==> config.mk <==
export PLATFORM = sky130hd
export DESIGN_NAME = ftsd_stopwatch
export DESIGN_NICKNAME = d
export VERILOG_FILES = /design/src/rtl/ftsd_pkg.sv /design/src/rtl/ftsd_stopwatch_bcd_digit.sv /design/src/rtl/ftsd_stopwatch.sv
export SDC_FILE = /design/constraint.sdc
export NUM_CORES = 1
export LEC_CHECK = 0
export ABC_AREA = 1
export CAP_MARGIN = 20
export CORE_MARGIN = 8
export CORE_UTILIZATION = 25
export CTS_CLUSTER_SIZE = 28
export DETAILED_ROUTE_END_ITERATION = 12
export PLACE_DENSITY_LB_ADDON = 0.1
export SYNTH_ARGS = -nofsm -noshare
export SYNTH_HDL_FRONTEND = slang
export SYNTH_SLANG_ARGS = --single-unit
==> constraint.sdc <==
create_clock -name clk -period 1.8 [get_ports clk]
set_input_delay 0.36 -clock clk [delete_from_list [all_inputs] [get_ports clk]]
set_output_delay 0.36 -clock clk [all_outputs]
set_load 0.005 [all_outputs]
==> src/rtl/ftsd_pkg.sv <==
// Shared definitions for the four-digit BCD stopwatch: digit code width,
// the all-off digit code and the run-control state encoding.
package ftsd_pkg;

  localparam int DIGIT_W = 5;
  localparam logic [DIGIT_W-1:0] BLANK_CODE = 5'd31;

  typedef enum logic [1:0] {
    IDLE  = 2'd0,
    RUN   = 2'd1,
    PAUSE = 2'd2
  } state_t;

  // A BCD nibble maps straight onto the low bits of a digit code.
  function automatic logic [DIGIT_W-1:0] bcd_code(input logic [3:0] q);
    return {1'b0, q};
  endfunction

endpackage

==> src/rtl/ftsd_stopwatch_bcd_digit.sv <==
// One decade of the stopwatch count: wraps 9->0 up or 0->9 down and
// passes the step on to the next decade when it wraps.
module bcd_digit (
  input  logic       clk,
  input  logic       rst,
  input  logic       clr,
  input  logic       step_in,
  input  logic       dir,
  output logic [3:0] q,
  output logic       step_out
);

  // NOTE: sequential state uses <= so every decade samples the old count
  // on the same edge; blocking here would let one digit see another's new value.
  always_ff @(posedge clk or posedge rst) begin
    if (rst) begin
      q <= 4'd0;
    end else if (clr) begin
      q <= 4'd0;
    end else if (step_in) begin
      if (dir) q <= (q == 4'd0) ? 4'd9 : q - 4'd1;
      else     q <= (q == 4'd9) ? 4'd0 : q + 4'd1;
    end
  end

  assign step_out = step_in && (dir ? (q == 4'd0) : (q == 4'd9));

endmodule

==> src/rtl/ftsd_stopwatch.sv <==
// Four-digit BCD up/down stopwatch: run/pause/clear control, count prescaler,
// leading-zero blanking and the free-running scan phase for the display mux.
module ftsd_stopwatch #(
  parameter int                            CNT_DIV    = 10_000_000,
  parameter int                            SCAN_BITS  = 17,
  parameter bit                            LZB        = 1'b1,
  parameter logic [ftsd_pkg::DIGIT_W-1:0]  BLANK_CODE = ftsd_pkg::BLANK_CODE
) (
  input  logic                           clk,
  input  logic                           rst,
  input  logic                           start_stop,
  input  logic                           clear,
  input  logic                           dir,
  output logic [ftsd_pkg::DIGIT_W-1:0]   digit0,
  output logic [ftsd_pkg::DIGIT_W-1:0]   digit1,
  output logic [ftsd_pkg::DIGIT_W-1:0]   digit2,
  output logic [ftsd_pkg::DIGIT_W-1:0]   digit3,
  output logic [1:0]                     ftsd_ctl_en,
  output logic                           running,
  output logic                           wrap
);

  import ftsd_pkg::*;

  localparam int PRE_W = (CNT_DIV > 2) ? $clog2(CNT_DIV) : 1;
  localparam logic [PRE_W-1:0] PRE_LAST = PRE_W'(CNT_DIV - 1);

  state_t               state, state_nx;
  logic [PRE_W-1:0]     presc;
  logic [SCAN_BITS-1:0] scan;
  logic                 step;
  logic [4:0]           chain;
  logic [3:0][3:0]      bcd;
  logic [DIGIT_W-1:0]   code [4];
  logic                 lead;

  // Run control: clear overrides start_stop in the same cycle.
  // NOTE: every combinational output gets a default before any branch, so no
  // path can leave it unassigned and infer a latch.
  always_comb begin
    state_nx = state;
    if (clear) begin
      state_nx = IDLE;
    end else if (start_stop) begin
      case (state)
        IDLE:    state_nx = RUN;
        RUN:     state_nx = PAUSE;
        PAUSE:   state_nx = RUN;
        default: state_nx = IDLE;
      endcase
    end
  end

  always_ff @(posedge clk or posedge rst) begin
    if (rst) state <= IDLE;
    else     state <= state_nx;
  end

  assign step = (state == RUN) && (presc == PRE_LAST) && !clear;

  // Prescaler keeps its partial period through PAUSE so resume is seamless.
  always_ff @(posedge clk or posedge rst) begin
    if (rst) begin
      presc <= '0;
    end else if (clear || state == IDLE) begin
      presc <= '0;
    end else if (state == RUN) begin
      presc <= step ? '0 : presc + PRE_W'(1);
    end
  end

  always_ff @(posedge clk or posedge rst) begin
    if (rst) scan <= '0;
    else     scan <= scan + SCAN_BITS'(1);
  end

  // Units (index 3) take the prescaler step; each decade feeds the one to its left.
  assign chain[4] = step;

  for (genvar i = 0; i < 4; i++) begin : g_digit
    bcd_digit u_digit (
      .clk      (clk),
      .rst      (rst),
      .clr      (clear),
      .step_in  (chain[i+1]),
      .dir      (dir),
      .q        (bcd[i]),
      .step_out (chain[i])
    );
  end

  // A step leaving the thousands decade is a full-range wrap.
  always_ff @(posedge clk or posedge rst) begin
    if (rst) wrap <= 1'b0;
    else     wrap <= chain[0];
  end

  always_comb begin
    lead = 1'b1;
    for (int i = 0; i < 3; i++) begin
      code[i] = bcd_code(bcd[i]);
      if (LZB && lead && bcd[i] == 4'd0) code[i] = BLANK_CODE;
      else                               lead    = 1'b0;
    end
    code[3] = bcd_code(bcd[3]);
  end

  assign digit0      = code[0];
  assign digit1      = code[1];
  assign digit2      = code[2];
  assign digit3      = code[3];
  assign ftsd_ctl_en = scan[SCAN_BITS-1 -: 2];
  assign running     = (state == RUN);

endmodule

==> results.md <==
- Status: complete, but fails checks
- Failing checks: negative setup slack
- Vias in the first global route: 3749
- Diode count: 0
- TritonRoute pass-1 iters: 4
- Top cell type's share of synthesized area: 0.380
- Leakage: 2.56 nW
- Ys flop type: dfrtp_1
- FF+latch count, synth: 60
- Final ANT Viol Nets: 0
- Routed vias: ~3800
- Maximum vdd ir drop: 0.436 mV
- Layout Nets: 653
- Tcrit/Tclk final: 1.07
- Number of max-cap violations: 0
- Core area: 15700 um^2
- Mapped Cells: 527
- Reg2Reg Launch Point: g_digit[2].u_digit.q[0]
- Slew Viols, Final: 0
- Clock buffer count from CTS: 9
- Worst Path Max Fanout: 4
- Initial Utilization: 0.252
- Cell variety after synth: 40
- Hpwl dp: 8140 um
- Site row count: between 40 and 50
- Placed cell count: 834
- R2R Path End: g_digit[0].u_digit.q[2]
- Final setup vio count: 10
- Final WL: between 10000 and 15000 um
- RSZ-0062 raised after global routing: yes
- Post-synth ARST share: 1.00
- Gr busiest metal: met2
- Clock slew at reported path FFs: approximately 0.060 ns
- CTS tree: built
- Die Wd: 142 um
- CP Launch Type: flop
- Post-synth EDFFs: 0
- Post-synthesis sequential area ratio: 0.380
- Worst-Skew Late Latency: between 0.3 and 0.4 ns
- Worst hold slack: 0.431 ns
- R2R depth: 9
- Layout fillers: 1700
- Die area: roughly 20000 um^2
- GRT overflow: 0
- Fin crit period: 1.92 ns
- Post-CTS Hold Buffers: 0
- Routed WL per cell: 12.5 um
- Met1 usage: 0.143
- R2R Setup Slk: 0.08 ns
- Commonest non-fill, non-tap cell in the layout: nand2_1
- CP endpoint kind: output pin
- Syn_nets: 542
- Hold WC Path Type: in -> async
- Netlist Area Pre-Place: just under 4000 um^2
- GR Layer Usage met3: 0.0319
- I/O pin count: 29
- Req. time, crit path: 1.44 ns
- Power Density: 642 nW/um^2
- Tot GR Track Use: 0.114
- Root buf cell: clkbuf_16
- Chip height: 142 um
- Via/cell ratio: 4.38
- Clock skew: 0.00545 ns
- Clock Sinks: 60
- Initial antenna violation count: 0
- CP Class: reg -> out
- DR DRC count: 0
- # H-tree levels: 3
- Clock buffer depth: 2
- Critical Path AT: 1.56 ns
- GPL Wtd Cong: between 0.8 and 0.9
- Most frequent cells in the layout: nand2_1 (109), buf_4 (83), dfrtp_1 (59)
- Synth top area cells: dfrtp_1 (38%), nand2_1 (11%), nand3_1 (5.8%)
- GR Util met2: 0.182
- Final Worst Setup Slack: -0.117 ns
- Initial drt markers: ~170
- I/O Buffers: 27
- Share of cells above drive strength 1: 0.306
- Syn avg cell area: 7.50 um^2
- Non-Filler Instances: about 860
- Final hold vios: 0
- Max frequency: 522 MHz
- Area leader, netlist: dfrtp_1
- Syn-to-layout area delta: 38.2%
- Yosys warnings: 0
- First-pass GRT wire length: 18200 um
- Setup TNS: -0.991 ns
- Largest net degree at the start of global routing: 42
==> worst max path at each step <==
| stage | slack [ns] | depth (start not counted) | from | end |
|---|---|---|---|---|
| final | -0.12 | 9 | g_digit[1].u_digit.q[1] | digit2[2] |
| after global routing | -0.26 | 10 | g_digit[0].u_digit.q[0] | digit2[0] |
| after CTS | -0.20 | 10 | g_digit[0].u_digit.q[2] | digit2[2] |
| after detailed placement | -0.25 | 9 | g_digit[1].u_digit.q[0] | digit2[1] |
| after global placement | -0.23 | 10 | g_digit[0].u_digit.q[0] | digit2[0] |
| after floorplan | 0.13 | 8 | g_digit[1].u_digit.q[0] | digit2[0] |
==> synth_stat cells (2+ instances only) <==
master,number
o21ai_1,7
buf_4,7
inv_1,55
nor3_1,12
inv_2,15
dfrtp_1,60
nand3_2,5
a21oi_2,2
nand2_1,115
clkbuf_1,4
nor2_2,6
nand2_4,2
xor2_1,20
xnor2_1,6
a21oi_1,12
nor2_1,51
nand4_1,12
nand2_2,9
nand3_1,46
nor2_4,9
o22ai_1,10
a31oi_1,2
ha_1,10
o31ai_1,3
o21ai_0,31
buf_6,2
==> worst max-delay path: stages, from the launching register on <==
cell     delay [ns]
dfrtp_1        0.39
inv_2          0.09
ha_4           0.14
nand3_2        0.10
nor2_4         0.15
inv_4          0.06
nor2_4         0.08
inv_2          0.05
nand2_1        0.05
buf_2          0.10
==> stage by stage <==
stage	area (um^2)	setup slack, ns	utilization	power (mW)
6_report	5460	-0.117	0.349	3.51
5_1_grt	5460	-0.256	0.349	3.67
4_1_cts	5290	-0.201	0.338	3.58
3_5_place_dp	5000	-0.253	0.319	1.64
3_3_place_gp	5000	-0.231	0.319	1.64
2_1_floorplan	3960	0.134	-	1.51
==> state kept, by name, summed over array words and instances (netlist names) <==
register and flops:
presc 24, state 2, g_digit.u_digit.q 16, wrap 1
scan 17
==> layer usage <==
| metal | wire length (um) | vias up |
|---|---|---|
| met5 | 0 | - |
| li1 | - | 1929 |
| met2 | 5020 | 56 |
| met3 | 386 | 11 |
| met1 | 5130 | 1767 |
| met4 | 186 | 0 |
==> what timing repair did <==
action / 4_1_cts / 5_1_grt
resized for setup: 62 / 35
setup endpoints to repair: 16 / 33
setup buffers: 1 / 8
pin swaps: 8 / 11
==> layout make-up <==
| cell class | instances | area, um^2 | area share |
|---|---|---|---|
| Multi-Input combinational cell | 382 | 2210 | 0.404 |
| Sequential cell | 60 | 1500 | 0.275 |
| Timing Repair Buffer | 114 | 883 | 0.162 |
| Inverter | 71 | 273 | 0.0500 |
| Tap cell | 216 | 270 | 0.0495 |
| Clock buffer | 9 | 225 | 0.0412 |
| Clock inverter | 7 | 98.8 | 0.0181 |
==> report_power, final <==
part	internal (mW)	switching, mW
Combinational	0.0970	0.147
Clock	1.22	0.681
Sequential	1.36	0.00424
==> kinds of logic (layout without fill, tap and decap cells) <==
group                      after synthesis  after routing  share of synthesized area
xor gates and xnor gates                26             26                     0.0576
buffers and inverters                   85            201                     0.0915
AOI/OAI and AO/OA                       71             71                      0.101
DFF                                     60             60                      0.380
and+or+nand+nor                        274            274                      0.337
other                                    1              1                   0.000949
adders and majority gates               10             10                     0.0317
(Power assumes the default switching activity.)
